File: config.mk
export PLATFORM = sky130hd
export DESIGN_NAME = pulse_rate_meter
export DESIGN_NICKNAME = d
export VERILOG_FILES = /design/src/rtl/pulse_meter_pkg.sv /design/src/rtl/pulse_edge_counter.sv /design/src/rtl/pulse_rate_meter.sv
export SDC_FILE = /design/constraint.sdc
export NUM_CORES = 1
export LEC_CHECK = 0
export CORE_ASPECT_RATIO = 0.9
export CORE_MARGIN = 2
export CORE_UTILIZATION = 47
export CTS_BUF_LIST = sky130_fd_sc_hd__clkbuf_4
export DETAILED_ROUTE_END_ITERATION = 16
export PLACE_DENSITY = 0.67
export SLEW_MARGIN = 20
export SYNTH_ARGS = -nofsm -noshare
export SYNTH_HDL_FRONTEND = slang
export SYNTH_SLANG_ARGS = --single-unit
File: constraint.sdc
create_clock -name clk -period 3.2 [get_ports clk]
set_clock_uncertainty 0.2 [all_clocks]
set_input_delay 0.64 -clock clk [delete_from_list [all_inputs] [get_ports clk]]
set_output_delay 0.64 -clock clk [all_outputs]
set_load 0.01 [all_outputs]
File: src/rtl/pulse_meter_pkg.sv
// -----------------------------------------------------------------------------
// pulse_meter_pkg
// Shared constants for the pulse-rate meter family and a helper that sizes
// the gate-window down-counter from the window length.
// No ports (package).
// -----------------------------------------------------------------------------
package pulse_meter_pkg;

    localparam int unsigned CLK_HZ            = 50_000_000;
    localparam int unsigned DEF_WINDOW_CYCLES = 4_250_000;
    localparam int unsigned DEF_CNT_W         = 8;

    // Smallest width w with 2**w > cycles, so WINDOW_CYCLES-1 always fits.
    function automatic int unsigned win_w_for(input int unsigned cycles);
        int unsigned w;
        w = 1;
        for (int unsigned i = 1; i < 32; i++) begin
            if ((64'd1 << i) <= 64'(cycles)) begin
                w = i + 1;
            end
        end
        return w;
    endfunction

endpackage

File: src/rtl/pulse_edge_counter.sv
// -----------------------------------------------------------------------------
// pulse_edge_counter
// One channel of the pulse-rate meter: synchroniser, history flop, edge
// qualifier, saturating accumulator and overflow bit.
//
// Ports:
//   i_clk         system clock
//   i_rst         asynchronous active-high reset
//   i_en          measurement enable; low clears acc/ovf
//   i_tc          window terminal cycle; acc/ovf clear after this cycle
//   i_both_edges  0 = rising edges only, 1 = rising and falling edges
//   i_pulse       raw asynchronous pulse input
//   o_close_cnt   acc plus this cycle's edge, saturated (value published at tc)
//   o_close_ovf   ovf including an overflow caused by this cycle's edge
// -----------------------------------------------------------------------------
module pulse_edge_counter
    import pulse_meter_pkg::*;
#(
    parameter int unsigned CNT_W       = DEF_CNT_W,
    parameter int unsigned SYNC_STAGES = 2
) (
    input  logic             i_clk,
    input  logic             i_rst,
    input  logic             i_en,
    input  logic             i_tc,
    input  logic             i_both_edges,
    input  logic             i_pulse,
    output logic [CNT_W-1:0] o_close_cnt,
    output logic             o_close_ovf
);

    logic [SYNC_STAGES-1:0] r_sync;
    logic                   r_hist;
    logic [CNT_W-1:0]       r_acc;
    logic                   r_ovf;

    logic                   w_sync;
    logic                   w_edge;
    logic                   w_at_max;
    logic [CNT_W-1:0]       w_sum;
    logic                   w_ovf_next;

    assign w_sync   = r_sync[SYNC_STAGES-1];
    assign w_edge   = (w_sync & ~r_hist) | (i_both_edges & ~w_sync & r_hist);
    assign w_at_max = (r_acc == '1);

    // Sum including the current edge; this is also the closing value at tc,
    // so an edge in the terminal cycle lands in the window that is closing.
    assign w_sum      = (w_edge && !w_at_max) ? r_acc + CNT_W'(1) : r_acc;
    assign w_ovf_next = r_ovf | (w_edge & w_at_max);

    assign o_close_cnt = w_sum;
    assign o_close_ovf = w_ovf_next;

    always_ff @(posedge i_clk or posedge i_rst) begin
        if (i_rst) begin
            r_sync <= '0;
            r_hist <= 1'b0;
            r_acc  <= '0;
            r_ovf  <= 1'b0;
        end else begin
            // Synchroniser and history keep running while disabled, so a level
            // already high at enable is never seen as an edge.
            r_sync <= {r_sync[SYNC_STAGES-2:0], i_pulse};
            r_hist <= w_sync;
            if (!i_en || i_tc) begin
                r_acc <= '0;
                r_ovf <= 1'b0;
            end else begin
                r_acc <= w_sum;
                r_ovf <= w_ovf_next;
            end
        end
    end

endmodule

File: src/rtl/pulse_rate_meter.sv
// -----------------------------------------------------------------------------
// pulse_rate_meter
// Multi-channel pulse-rate meter. Counts qualified edges on NCH asynchronous
// inputs over a shared gate window of WINDOW_CYCLES clocks and publishes all
// channel counts together with a one-cycle valid strobe.
//
// Ports:
//   clk         system clock
//   reset       asynchronous active-high reset
//   en          measurement enable; low stops windows and clears accumulators
//   both_edges  0 = count rising edges, 1 = count rising and falling edges
//   pulse_in    raw asynchronous pulse inputs, one bit per channel
//   speed       latched per-channel counts, channel i at [i*CNT_W +: CNT_W]
//   sat         per-channel saturation flag of the last published window
//   valid       one-cycle strobe: speed/sat updated this cycle
// -----------------------------------------------------------------------------
module pulse_rate_meter
    import pulse_meter_pkg::*;
#(
    parameter int unsigned NCH           = 2,
    parameter int unsigned CNT_W         = DEF_CNT_W,
    parameter int unsigned WINDOW_CYCLES = DEF_WINDOW_CYCLES,
    parameter int unsigned WIN_W         = win_w_for(WINDOW_CYCLES),
    parameter int unsigned SYNC_STAGES   = 2
) (
    input  logic                 clk,
    input  logic                 reset,
    input  logic                 en,
    input  logic                 both_edges,
    input  logic [NCH-1:0]       pulse_in,
    output logic [NCH*CNT_W-1:0] speed,
    output logic [NCH-1:0]       sat,
    output logic                 valid
);

    localparam logic [WIN_W-1:0] WIN_RELOAD = WIN_W'(WINDOW_CYCLES - 1);

    logic [WIN_W-1:0]       r_win;
    logic [NCH*CNT_W-1:0]   r_speed;
    logic [NCH-1:0]         r_sat;
    logic                   r_valid;

    logic                   w_tc;
    logic [NCH*CNT_W-1:0]   w_close_cnt;
    logic [NCH-1:0]         w_close_ovf;

    // r_win only reaches 0 after a run of enabled cycles (en low reloads it),
    // so tc needs no en term; this lets a window whose tc coincides with en
    // falling still publish.
    assign w_tc = (r_win == '0);

    for (genvar g = 0; g < NCH; g++) begin : g_ch
        pulse_edge_counter #(
            .CNT_W       (CNT_W),
            .SYNC_STAGES (SYNC_STAGES)
        ) u_cnt (
            .i_clk        (clk),
            .i_rst        (reset),
            .i_en         (en),
            .i_tc         (w_tc),
            .i_both_edges (both_edges),
            .i_pulse      (pulse_in[g]),
            .o_close_cnt  (w_close_cnt[g*CNT_W +: CNT_W]),
            .o_close_ovf  (w_close_ovf[g])
        );
    end

    always_ff @(posedge clk or posedge reset) begin
        if (reset) begin
            r_win   <= WIN_RELOAD;
            r_speed <= '0;
            r_sat   <= '0;
            r_valid <= 1'b0;
        end else begin
            if (!en || w_tc) begin
                r_win <= WIN_RELOAD;
            end else begin
                r_win <= r_win - WIN_W'(1);
            end
            r_valid <= w_tc;
            if (w_tc) begin
                r_speed <= w_close_cnt;
                r_sat   <= w_close_ovf;
            end
        end
    end

    assign speed = r_speed;
    assign sat   = r_sat;
    assign valid = r_valid;

endmodule

==> metrics.md, run 1 <==
| Metric | Value |
|---|---|
| Syn_area_per_cell | 10.2 µm² |
| Xor/xnor share of the synthesized area | 6.41% |
| DRT iter0 DRCs | 101 |
| DRT antenna net count | 0 |
| Setup bufs post-CTS | 0 |
| Die area | 0.00706 mm² |
| Gpl congestion | 0.783 |
| Uppermost layer routed | met4 |
| Compound-gate portion of the synthesized area | 6.11% |
| Final hold violation count | 0 |
| Total number of vias | 2123 |
| Largest delay contributor family on the critical path | simple AND/OR/NAND/NOR gates |
| HPWL Detailed | 3610 µm |
| Crit end category | flip-flop |
| Cell area after technology mapping | 0.00301 mm² |
| Type of the most critical hold path | reg2reg |
| CTS tree | yes |
| Post-Place Worst Slack | 0.598 ns |
| DRT Pass-1 Iters | 4 |
| M1 WL | 2710 µm |
| R2R setup slack | 0.73 ns |
| Area occupied by multi-input gates | 0.00126 mm² |
| Register area share after synthesis | 55.4% |
| CP peak stage delay | 0.51 ns |
| Share of layout cells above drive strength 1 | 11.6% |
| Die H | 79.9 µm |
| Yosys reg bits | 66 |
| Adder-cell share of the synthesized area | 1.66% |
| Global route overflow | 0 |
| CP Cell Sequence | nor4_4 > nand4_1 > or3_1 > nand2_1 > buf_4 > nor2_1 |
| Core box area | 0.00615 mm² |
| DRC Markers | 0 |
| Ant diodes | 0 |
| Sequential cell area | 0.00167 mm² |
| Clock net sink count | 66 |
| Slowest library cell on the worst path | or3_1 |
| Slew @ Worst Pin | 0.807 ns |
| Fillers | 575 |
| Die W | 88.3 µm |
| Critical path required time | 3.28 ns |
| Primary FF master, synth | dfrtp_1 |
| Post-synth ARST share | 100% |
| Synth warn | 0 |
| Initial antenna violation count | 0 |
| Worst EP arrival | 2.55 ns |
| Count leader, synth | dfrtp_1 |
| Max Cap Viol | 0 |
| FF-to-FF End | r_win[16] |
| Hold buffer count at cts | 0 |
| Global-route wire length before repair | 9480 µm |
| Hold_sp | g_ch[1].u_cnt.r_sync[0] |
| Synth area leaders | dfrtp_1, dfstp_2, nand2_1, nor2_1, o21ai_0 |
| Crit share post-route | 77.2% |
| Synth Area in Simple Gates | 24.3% |
| Number of global-route vias before repair | 2135 |
| Max VDD drop | 0.228 mV |
| Num CTS Buffers | 9 |
| Largest family of logic cells by synthesized area | simple AND/OR/NAND/NOR gates |
| Post-Route WL | 5320 µm |
| Setup CP Type | reg2reg |
| Max Slew Vio Count | 0 |
| Synth unique cells | 38 |
| Worst-case clock buffer depth | 2 |
| Vias per cell | 5.10 |
| WL met3 | 185 µm |
| Clk Latency, worst-skew pair | 0.41 ns |
| CP max FO | 30 |
| Post-synth EDFFs | 0 |
| Worst rel slew slack | 46.1% |
| CTS root buffer | clkbuf_4 |
| Worst-path clk slew | 0.09 ns |
| I/O Pins | 25 |
| Top cells by count, synth | dfrtp_1, nand2_1, nor2_1 |
| Status | completed |
| Total power per unit cell area | 402 mW/mm² |
| H-Tree Depth | 3 |
| Port bufs | 24 |
| Wire per inst | 12.8 µm |
| Syn Inst Count | 295 |
| Post-CTS Resized | 0 |
| Met2 WL | 2320 µm |
| Reg2reg path depth | 6 |
| Final #Nets | 334 |
| Leak pwr | 1.43 nW |
| Mux contribution to synthesized area | 3.33% |
| Syn_nets | 305 |
| Hold depth | 0 |
| Fmax achieved | 405 MHz |
| Row cnt | 27 |
| Setup TNS | 0 ns |
| Yosys top cell by area | dfrtp_1 |
| GRT Util Overall | 17.6% |
| Initial Util | 48.9% |
| Area share of the largest cell type after synthesis | 45.8% |
| Area grow syn2layout | 14.3% |
| RSZ-0062 raised after global routing | false |
| Crit path time final | 2.47 ns |
| Buf/Inv on CP | 1 |
| Critical Path Start Type | flip-flop |
| Origin of the critical flop-to-flop path | r_win[13] |
| Largest net degree at the start of global routing | 42 |
| Setup violations, final | 0 |
| Worst Hold End | g_ch[1].u_cnt.r_sync[1] |
| Setup WS post-layout | 0.730 ns |
[worst max path at each step]
stage	start	to	slack (ns)	cells after the start
floorplan	reset	g_ch[0].u_cnt.r_acc[0]	0.72	1
CTS	r_win[13]	r_win[16]	0.67	6
finish	r_win[13]	r_win[16]	0.73	6
global route	r_win[13]	g_ch[0].u_cnt.r_acc[0]	0.52	6
global placement	both_edges	speed[2]	0.68	6
detailed placement	both_edges	speed[4]	0.60	6
[state kept, by name (all words and copies together) (netlist names)]
signal / count
g_ch.u_cnt.r_acc: 16
g_ch.u_cnt.r_hist: 2
g_ch.u_cnt.r_ovf: 2
g_ch.u_cnt.r_sync: 4
r_win: 23
sat: 2
speed: 16
valid: 1
[power by group]
group / switching, mW / internal [mW]
Clock: 0.278 / 0.180
Combinational: 0.0429 / 0.0237
Sequential: 0.00967 / 0.848
Total: 0.331 / 1.05
[through the flow]
step / hold slack [ns] / std cells / total power [mW] / instance area, µm² / util, %
final: 0.158 / 416 / 1.38 / 3440 / 55.9
after global routing: 0.167 / 416 / 1.45 / 3440 / 55.9
after CTS: 0.164 / 416 / 1.41 / 3440 / 55.9
after detailed placement: 0.141 / 400 / 0.943 / 3330 / 54.1
after global placement: 0.136 / 400 / 0.942 / 3330 / 54.1
after floorplan: 0.131 / 295 / 0.922 / 3010 / -
[layout by cell type (no fill, tap or decap), drive strengths merged]
master	count
clkinv	4
nand2	49
ha	4
xnor2	11
inv	6
or2	1
nand4b	1
or3	2
buf	3
a21oi	4
o21ai	24
a41o	2
xor2	11
nor2	46
nor2b	1
nor3b	4
o31ai	1
clkdlybuf4s50	24
nand2b	2
a21o	1
nor3	7
dfrtp	55
nand4	6
a2111oi	1
clkbuf	12
nand3b	3
or4	2
dfstp	11
nor4b	4
mux2i	10
and2	2
nand3	10
nor4	5
[metal layers]
layer,track usage (%),vias up
met5,0,-
met4,6.82,0
met3,6.41,11
met2,26.2,33
met1,23.2,1016
li1,-,1063
[kinds of logic after synthesis]
| group | count (synthesis) |
|---|---|
| adders and majority gates | 4 |
| muxes | 10 |
| DFF | 66 |
| buffers and inverters | 15 |
| xor gates and xnor gates | 22 |
| and+or+nand+nor | 145 |
| AOI/OAI and AO/OA | 33 |
[cell type report]
type	count	area share, %
sequential	66	48.5
multi-input combinational	214	36.5
timing repair buffer	27	8.01
tap	87	3.17
clock buffer	12	2.62
inverter	6	0.655
clock inverter	4	0.546
Power figures use the tool's default switching activity.
==> run 2, diff against run 1 <==
--- a/config.mk
+++ b/config.mk
@@ -10,7 +10,7 @@
 export CORE_UTILIZATION = 47
 export CTS_BUF_LIST = sky130_fd_sc_hd__clkbuf_4
 export DETAILED_ROUTE_END_ITERATION = 16
-export PLACE_DENSITY = 0.67
+export PLACE_DENSITY = 0.69
 export SLEW_MARGIN = 20
 export SYNTH_ARGS = -nofsm -noshare
 export SYNTH_HDL_FRONTEND = slang
==> constraint.sdc (replaced) <==
create_clock -name clk -period 2.1 [get_ports clk]
set_clock_uncertainty 0.2 [all_clocks]
set_input_delay 0.42 -clock clk [delete_from_list [all_inputs] [get_ports clk]]
set_output_delay 0.42 -clock clk [all_outputs]
set_load 0.01 [all_outputs]
==> run 2 against run 1 <==
Worst hold slack improved by 0.0021 ns. Final area rose by 11%. Worst setup slack got worse by 0.72 ns. Combinational power rose by 110%. Clock power rose by 58%. Critical path depth did not move. Largest cell class unchanged. Highest routed layer unchanged.
==> metrics.md, run 2 (synthesis gave the netlist of run 1 again) <==
| Metric | Value |
|---|---|
| Number of global-route vias before repair | 2186 |
| DRC Markers | 0 |
| Core box area | 0.00615 mm² |
| Gpl congestion | 0.862 |
| CTS tree | yes |
| R2R setup slack | 0.01 ns |
| GRT Util Overall | 18.6% |
| Global route overflow | 0 |
| Die area | 0.00706 mm² |
| Die W | 88.3 µm |
| Total number of vias | 2280 |
| Worst rel slew slack | 67.3% |
| Largest net degree at the start of global routing | 67 |
| Clk Latency, worst-skew pair | 0.43 ns |
| Worst-case clock buffer depth | 2 |
| Share of layout cells above drive strength 1 | 23.7% |
| Worst EP arrival | 2.20 ns |
| Largest register FFs | 23 |
| Num CTS Buffers | 9 |
| Final instance area | 0.00383 mm² |
| Commonest non-fill, non-tap cell in the layout | dfrtp_1 |
| Max VDD drop | 0.350 mV |
| Crit path time final | 2.09 ns |
| DRT antenna net count | 0 |
| Biggest register | r_win |
| CTS root buffer | clkbuf_4 |
| Largest delay contributor family on the critical path | simple AND/OR/NAND/NOR gates |
| Crit end category | flip-flop |
| Status | completed |
| Ant diodes | 0 |
| Setup TNS | 0 ns |
| CP Cell Sequence | or4_4 > nor4b_4 > buf_4 > nand4_1 > xor2_1 > nor2_2 |
| Type of the most critical hold path | reg2reg |
| Setup CP Type | reg2reg |
| Most frequent cells in the layout | dfrtp_1, nor2_1, nand2_1 |
| FF-to-FF End | r_win[21] |
| Vias per cell | 5.11 |
| Hold buffer count at cts | 0 |
| Final hold violation count | 0 |
| Slowest library cell on the worst path | or4_4 |
| Area grow syn2layout | 27.2% |
| Reg2reg path depth | 6 |
| Max Cap Viol | 0 |
| Max Slew Vio Count | 0 |
| Initial antenna violation count | 0 |
| Row cnt | 27 |
| RSZ-0062 raised after global routing | true |
| Wire per inst | 13.8 µm |
| Origin of the critical flop-to-flop path | r_win[5] |
| Clock net sink count | 66 |
| Die H | 79.9 µm |
| CP peak stage delay | 0.58 ns |
| DRT iter0 DRCs | 117 |
| I/O Pins | 25 |
| Slew @ Worst Pin | 0.488 ns |
| Final Power | 2.18 mW |
| Worst Hold Slack | 0.160 ns |
| Port bufs | 24 |
| Setup violations, final | 0 |
| Global-route wire length before repair | 10000 µm |
| Worst-path clk slew | 0.11 ns |
| Placed cells | 421 |
| Placed cell areas | 0.00350 mm² |
| HPWL Detailed | 3870 µm |
| Total power per unit cell area | 569 mW/mm² |
| DRT Pass-1 Iters | 4 |
| Post-Route WL | 6170 µm |
| Fmax achieved | 479 MHz |
| Final #Nets | 364 |
| CP max FO | 5 |
| Crit share post-route | 99.3% |
| Critical Path Start Type | flip-flop |
| Buf/Inv on CP | 1 |
| H-Tree Depth | 3 |
| Initial Util | 48.9% |
| Leak pwr | 1.60 nW |
| Hold depth | 0 |
| Final Non-Filler Cells | 446 |
| Worst Hold End | g_ch[1].u_cnt.r_sync[1] |
| Hold_sp | g_ch[1].u_cnt.r_sync[0] |
| Critical path required time | 2.21 ns |
-- run 2: cell count changes in the layout (fill, tap and decap cells not counted), moves of 3 or more --
cell      change
nand2_2       +5
nand2_1       -6
nor4_1        -3
o21ai_1       +6
nor4_2        +3
buf_4        +24
clkbuf_4      -3
o21ai_0       -6
-- run 2: how the worst max path moves through the flow --
| stage | from | end | slack [ns] | cells after the start |
|---|---|---|---|---|
| 2_1_floorplan | r_win[2] | r_win[21] | 0.05 | 6 |
| 3_3_place_gp | both_edges | speed[15] | -0.11 | 7 |
| 3_5_place_dp | both_edges | speed[15] | -0.14 | 7 |
| 4_1_cts | r_win[0] | r_win[20] | -0.0006 | 8 |
| 5_1_grt | r_win[7] | r_win[21] | -0.04 | 6 |
| 6_report | r_win[5] | r_win[21] | 0.01 | 6 |
-- run 2: repair_timing --
| item | 4_1_cts | 5_1_grt |
|---|---|---|
| buffers inserted | 1 | 5 |
| gates cloned | 0 | 3 |
| pin swaps | 1 | 12 |
| resized for setup | 4 | 28 |
| setup endpoints to repair | 44 | 60 |
-- run 2: layer usage --
metal,wire [µm],global-route usage (%),vias to the layer above
met1,2960,24.4,1103
met4,84,5.61,0
met5,0,0,-
met3,250,6.62,10
met2,2870,28.9,44
li1,-,-,1123
-- run 2: stage by stage --
| step | setup slack, ns | util, % |
|---|---|---|
| 3_5_place_dp | -0.135 | 57.0 |
| 4_1_cts | -0.000554 | 59.3 |
| 3_3_place_gp | -0.111 | 57.0 |
| 5_1_grt | -0.0392 | 62.2 |
| 2_1_floorplan | 0.0521 | - |
| 6_report | 0.0138 | 62.2 |
-- run 2: area by class of cell --
type / instances / area [µm²]
Clock buffer: 9 / 67.6
Clock inverter: 7 / 45.0
Fill cell: 529 / 2320
Inverter: 6 / 26.3
Multi-Input combinational cell: 215 / 1350
Sequential cell: 66 / 1670
Tap cell: 87 / 109
Timing Repair Buffer: 56 / 561
-- run 2: power by group --
part | internal, mW | leakage [nW] | total (mW) | switching, mW
sequential | 1.29 | 0.773 | 1.31 | 0.0159
combinational | 0.0616 | 0.759 | 0.141 | 0.0795
clock | 0.241 | 0.0675 | 0.726 | 0.485
